[src/rtl/adc_frontend.sv]
// ADC acquisition front end: divides clk to the ADC sample clock, captures the ADC byte at a
// settled phase, converts it to the filter's 9-bit signed format and buffers it in a FWFT FIFO.
`timescale 1ns/1ps

module adc_frontend #(
  parameter int DIV_HALF      = 6,
  parameter int CAPTURE_PHASE = 3,
  parameter int FIFO_DEPTH    = 4,
  parameter bit OFFSET_BINARY = 1'b1
) (
  input  logic       clk,
  input  logic       rst,
  input  logic [7:0] adc,
  output logic       adc_clk,
  output logic [8:0] s_data,
  output logic       s_valid,
  input  logic       s_ready,
  input  logic       clear,
  output logic       overrun,
  output logic [7:0] ovr_count
);

  localparam int CNT_W = $clog2(DIV_HALF);
  localparam int PTR_W = $clog2(FIFO_DEPTH);

  logic [CNT_W-1:0] cnt_q, cnt_d;
  logic             adc_clk_q, adc_clk_d;
  logic [7:0]       raw_q, raw_d;
  logic             cap_v_q, cap_v_d;
  logic [8:0]       conv_q, conv_d;
  logic             conv_v_q, conv_v_d;
  logic [PTR_W-1:0] wr_ptr_q, wr_ptr_d;
  logic [PTR_W-1:0] rd_ptr_q, rd_ptr_d;
  logic [PTR_W:0]   count_q, count_d;
  logic             overrun_q, overrun_d;
  logic [7:0]       ovr_count_q, ovr_count_d;
  logic [8:0]       mem_q [FIFO_DEPTH];

  logic cap_hit, full, pop, wr_en, drop;

  // NOTE: every _d is given its hold value before any branch, so no path leaves it unassigned
  // and no latch is inferred.
  always_comb begin
    cnt_d     = cnt_q + CNT_W'(1);
    adc_clk_d = adc_clk_q;
    if (cnt_q == CNT_W'(DIV_HALF - 1)) begin
      cnt_d     = '0;
      adc_clk_d = ~adc_clk_q;
    end
  end

  // Capture well after the ADC output delay but before adc_clk falls and the ADC may change.
  assign cap_hit = adc_clk_q && (cnt_q == CNT_W'(CAPTURE_PHASE));

  always_comb begin
    raw_d    = cap_hit ? adc : raw_q;
    cap_v_d  = cap_hit;
    conv_v_d = cap_v_q;
    conv_d   = conv_q;
    if (cap_v_q) begin
      if (OFFSET_BINARY) conv_d = {~raw_q[7], ~raw_q[7], raw_q[6:0]};
      else               conv_d = {1'b0, raw_q};
    end
  end

  assign s_valid = (count_q != '0);
  assign full    = (count_q == (PTR_W + 1)'(FIFO_DEPTH));
  assign pop     = s_valid && s_ready;
  assign wr_en   = conv_v_q && (!full || pop);
  assign drop    = conv_v_q && full && !pop;
  assign s_data  = s_valid ? mem_q[rd_ptr_q] : '0;

  always_comb begin
    wr_ptr_d = wr_ptr_q;
    rd_ptr_d = rd_ptr_q;
    count_d  = count_q;
    if (wr_en) wr_ptr_d = wr_ptr_q + PTR_W'(1);
    if (pop)   rd_ptr_d = rd_ptr_q + PTR_W'(1);
    if (wr_en && !pop)      count_d = count_q + (PTR_W + 1)'(1);
    else if (!wr_en && pop) count_d = count_q - (PTR_W + 1)'(1);
  end

  // Clear has priority so a drop in the same cycle is not counted.
  always_comb begin
    overrun_d   = overrun_q;
    ovr_count_d = ovr_count_q;
    if (clear) begin
      overrun_d   = 1'b0;
      ovr_count_d = '0;
    end else if (drop) begin
      overrun_d = 1'b1;
      if (ovr_count_q != 8'hFF) ovr_count_d = ovr_count_q + 8'd1;
    end
  end

  // NOTE: state registers use non-blocking assignments so every flop samples pre-edge values.
  always_ff @(posedge clk or posedge rst) begin
    if (rst) begin
      cnt_q       <= '0;
      adc_clk_q   <= 1'b0;
      raw_q       <= '0;
      cap_v_q     <= 1'b0;
      conv_q      <= '0;
      conv_v_q    <= 1'b0;
      wr_ptr_q    <= '0;
      rd_ptr_q    <= '0;
      count_q     <= '0;
      overrun_q   <= 1'b0;
      ovr_count_q <= '0;
    end else begin
      cnt_q       <= cnt_d;
      adc_clk_q   <= adc_clk_d;
      raw_q       <= raw_d;
      cap_v_q     <= cap_v_d;
      conv_q      <= conv_d;
      conv_v_q    <= conv_v_d;
      wr_ptr_q    <= wr_ptr_d;
      rd_ptr_q    <= rd_ptr_d;
      count_q     <= count_d;
      overrun_q   <= overrun_d;
      ovr_count_q <= ovr_count_d;
    end
  end

  // NOTE: sample storage has no reset; an empty count hides stale entries and s_data is gated to 0.
  always_ff @(posedge clk) begin
    if (wr_en) mem_q[wr_ptr_q] <= conv_q;
  end

  assign adc_clk   = adc_clk_q;
  assign overrun   = overrun_q;
  assign ovr_count = ovr_count_q;

endmodule

[config.mk]
export PLATFORM = sky130hd
export DESIGN_NAME = adc_frontend
export DESIGN_NICKNAME = d
export VERILOG_FILES = /design/src/rtl/adc_frontend.sv
export SDC_FILE = /design/constraint.sdc
export NUM_CORES = 1
export LEC_CHECK = 0
export BUFFER_PORTS_ARGS = -buffer_cell sky130_fd_sc_hd__buf_2
export CAP_MARGIN = 0
export CORE_AREA = 2 2 89 91
export CTS_BUF_LIST = sky130_fd_sc_hd__clkbuf_16
export DETAILED_ROUTE_END_ITERATION = 12
export DIE_AREA = 0 0 91 93
export HOLD_SLACK_MARGIN = 0.1
export PLACE_DENSITY = 0.66
export SETUP_SLACK_MARGIN = 0.2
export SYNTH_ARGS = -nofsm -noshare
export SYNTH_HDL_FRONTEND = slang
export SYNTH_SLANG_ARGS = --single-unit
[constraint.sdc]
create_clock -name clk -period 5.7 [get_ports clk]
set_input_delay 0.57 -clock clk [delete_from_list [all_inputs] [get_ports clk]]
set_output_delay 0.57 -clock clk [all_outputs]
set_load 0.05 [all_outputs]
======== Word-level counts from Yosys, hierarchy flattened ========
Memories as Yosys holds them, arrays and structs flattened.
Cells that the tools add are included.
word-level totals
  bits in registers ....................... 38
  RAM bits ................................ 36
  input bits .............................. 12
  word-level logic and storage cells ...... 51
  memories ................................ 1
memories
  name   depth  width  read ports  clocked after memory_dff  write ports  line  source
  mem_q  4      9      1           0                         1            37    logic [8:0] mem_q [FIFO_DEPTH];
operators by class
  $add $sub $neg .......................... 6
  equal/unequal tests ..................... 4
  mux-type cells .......................... 11
  bitwise logic cells ..................... 2
  reductions and logical operators ........ 16
operators with widths
  operator                                                             number
  8-bit two-way mux                                                    3
  3-bit two-way mux                                                    3
  9-bit two-way mux                                                    1
  8-bit by 1-bit adder with 8-bit output (second input constant)       1
  8-bit inequality test (second input constant)                        1
  1-bit logical AND                                                    7
  3-bit by 1-bit adder with 3-bit output (second input constant)       2
  3-bit == test (second input constant)                                2
  2-bit nonzero test                                                   3
  2-bit by 1-bit adder with 2-bit output (second input constant)       2
  1-bit two-way mux                                                    4
  3-bit by 2-bit == test with 1-bit output (second input constant)     1
  1-bit zero test                                                      3
  3-bit nonzero test                                                   1
  3-bit by 1-bit subtractor with 3-bit output (second input constant)  1
  1-bit NOT                                                            2
  2-bit AND reduction                                                  1
  1-bit logical OR                                                     1

======== Longest topological paths before layout ========
  depth in word-level cells ............... 8
  depth in mapped cells ................... 9
  mapped depth without buffers ............ 8

======== Least setup slack after synthesis ========
No wires, ideal clock.
  path kind ............................... register to output
  from .................................... reg count_q[0]
  to ...................................... out s_data[8]
  arrival time ............................ 2000 ps
  data required time ...................... 5130 ps
  setup slack ............................. 3130 ps
  cell stages (with the launch flop) ...... 5
  path buffers ............................ 2
  cell sequence ........................... dfrtp_1 -> or3_2 -> clkbuf_1 -> and2_1 -> buf_4
between the ends
  word-level cells in the longest chain between the ends .. 2
RTL lines
  item                      line  source
  start: declaration        34    logic [PTR_W:0] count_q, count_d;
  start signal: assignment  119   count_q <= count_d;
  3-bit nonzero test        66    assign s_valid = (count_q != '0);
  net s_valid               16    output logic s_valid,
  9-bit two-way mux         71    assign s_data = s_valid ? mem_q[rd_ptr_q] : '0;
  end: declaration          15    output logic [8:0] s_data,
The timed path passes the listed nets, and every way through them passes these cells.

======== Worst setup path after layout ========
  from .................................... reg rd_ptr_q[0]
  to ...................................... out s_data[4]
between the ends
  word-level cells in the longest chain between the ends .. 2
RTL lines
  item                      line  source
  start: declaration        33    logic [PTR_W-1:0] rd_ptr_q, rd_ptr_d;
  start signal: assignment  118   rd_ptr_q <= rd_ptr_d;
  memory 4 x 9 bit          -
  9-bit two-way mux         71
No other way between the ends.

==> metrics.csv <==
metric,value,unit
Post-Syn Area,0.00290,mm²
ys async rst share,54.3,%
Detailed Place HPWL,3080,µm
"Arr. time, crit path",1.99,ns
Post-DRT Antenna Nets,0,
Worst-path clk slew,0.05,ns
WP data required,5.13,ns
Die H,93,µm
final core utilization,46.5,%
Layout area overhead,20.6,%
slew margin rel.,61.3,%
Num CTS Buffers,9,
setup TNS,0,ns
Initial DRC Count,60,
"Slew Viols, Final",0,
Pwr Total,1.61,mW
most frequent cells after synthesis,"dfrtp_1 (38), edfxtp_1 (32), mux2_2 (17)",
kind of end point of the critical path,primary output,
initial antenna violation count,0,
Gate Count Post-Synth,183,
final std cells w/o fill,326,
syn_area_per_cell,15.9,µm²
Hold Path Class,input pin to asynchronous set/reset pin,
I/O pins,32,
reg2reg start,count_q[0],
WS Path Type,register to primary output,
LEAKAGE,1.44,nW
Die X,91,µm
GRT Total Usage,12.5,%
post-CTS setup buffers,0,
Worst R2R Setup Slack,3.29,ns
Critical Path Start Type,register,
GP Congestion,0.747,
Initial Utilization,38.6,%
Critical Path Fanout Max,10,
#FFs+latches synth,70,
"EDFF count, synth",32,
CTS tree,built,
DRC violations left,0,
FMAX,390,MHz
routed length per instance,13.9,µm
Synth area leaders,"edfxtp_1 (33%), dfrtp_1 (33%), mux2_2 (6.6%)",
Std-Cell Rows,32,
Area after DPL,0.00316,mm²
worst r2r path cells,6,
worst-margin pin slew,0.580,ns
Ys Warns,0,
CTS root buf,clkbuf_16,
CP endpoint,s_data[4],
TritonRoute pass-1 iters,4,
first-pass GRT wire length,7980,µm
remaining global-route overflow,0,
drt total wl,4530,µm
Die ar.,0.00846,mm²
nets@finish,239,
Num Clock Sinks,70,
# port buffers,31,
power per cell area,461,mW/mm²
outcome,finished clean,
Vias,1523,
syn nets,203,
sequential share of the synthesized area,65.8,%
number of global-route vias before repair,1586,
Post-Place Cells,310,
core area,0.00753,mm²
n_diodes,0,
RSZ-0062 raised after global routing,false,
crit path time final,2.56,ns
distinct cell type count after synthesis,33,
setup violators final,0,
max cap viols,0,
ys flop type,dfrtp_1,
most frequent cell after synthesis,dfrtp_1,
Synth area leader,edfxtp_1,
Worst-Skew Late Latency,0.32,ns
H-tree depth,3,
maximum vdd ir drop,0.171,mV
"Design Area, Final",0.00350,mm²
crit path from,rd_ptr_q[0],
cts repair resizes,0,
largest net degree at the start of global routing,39,
# fillers,684,
share of layout cells above drive strength 1,33.9,%
# hold bufs at CTS,0,
CTS Buffer Depth,2,
final hold violation count,0,
Final period util,45.0,%
Final Skew,0.00436,ns
FF-to-FF End,count_q[1],
Yosys top cell area share,33.1,%
via/cell ratio,4.67,
[flip-flops by register name (all words and copies together) (netlist names)]
| register | count |
|---|---|
| cap_v_q | 1 |
| mem_q | 32 |
| conv_q | 8 |
| overrun | 1 |
| raw_q | 8 |
| wr_ptr_q | 2 |
| conv_v_q | 1 |
| cnt_q | 3 |
| ovr_count | 8 |
| rd_ptr_q | 2 |
| adc_clk | 1 |
| count_q | 3 |
[metrics by stage]
| step | worst slack (ns) | hold WS [ns] |
|---|---|---|
| after floorplan | 3.13 | 0.352 |
| after global placement | 3.18 | 0.438 |
| after detailed placement | 3.12 | 0.447 |
| after CTS | 3.08 | 0.368 |
| after global routing | 3.02 | 0.412 |
| final | 3.14 | 0.358 |
[placed cells by master (no fill, tap or decap), types with 2 or more instances in the layout]
cell type  Yosys  routed
bufinv_16      0       3
nand2_1        5       5
o21ai_0        2       2
mux2_2        17      17
edfxtp_1      32      32
dfrtp_1       38      38
clkinv_2       0       2
inv_1          8       8
or3_1          2       2
o2111ai_1      2       2
ha_1           7       7
nand3_1        3       3
clkbuf_16      0       9
xor2_1         6       6
nor2_1         8       8
a21oi_1        3       3
xnor2_1        6       6
and2_1        14      14
buf_2          1      31
nor2b_1        2       2
mux4_2         8       8
mux2i_1        2       2
[routing by layer]
| metal | share of wire [%] | global-route usage (%) |
|---|---|---|
| met5 | 0 | 0 |
| met3 | 3.6 | 2.74 |
| met2 | 46 | 17.9 |
| met1 | 47 | 17.1 |
| met4 | 3.0 | 8.33 |
[kinds of logic (layout without fill, tap and decap cells)]
family                   count (synthesis)  after routing  share of synthesized area (%)
multiplexers                            27             27                           13.5
AO/OA/AOI/OAI                           10             10                           2.71
AND/OR/NAND/NOR                         41             41                           8.53
flip-flops                              70             70                           65.8
buffers and inverters                   15             56                           2.11
adder cells (fa/ha/maj)                  8              8                           3.71
XOR/XNOR                                12             12                           3.62
[worst max-delay path, stage by stage (launching register included)]
cell     delay, ns
dfrtp_1       0.71
mux4_2        0.58
and2_1        0.17
buf_2         0.20
[where the power goes]
part,switching [mW],internal (mW),total (mW)
clock network,0.195,0.424,0.619
logic,0.236,0.140,0.376
registers,0.0603,0.559,0.619
[worst min-delay path by stage]
stage	from	end	slack, ns	cells past startpoint
final	rst	raw_q[0]	0.36	3
after global routing	rst	raw_q[0]	0.41	3
after CTS	rst	cnt_q[2]	0.37	3
after detailed placement	cnt_q[0]	cnt_q[0]	0.45	1
after global placement	raw_q[7]	conv_q[7]	0.44	1
after floorplan	cap_v_q	conv_v_q	0.35	0
[final cells by class]
class                           instances  area, µm²  area share (%)
Tap cell                              102        128            3.65
Inverter                                8       30.0           0.858
Sequential cell                        70       1910            54.6
Clock buffer                            9        225            6.43
Clock inverter                          7        113            3.22
Timing Repair Buffer                   32        163            4.65
Multi-Input combinational cell         98        931            26.6
Power figures use the tool's default switching activity.
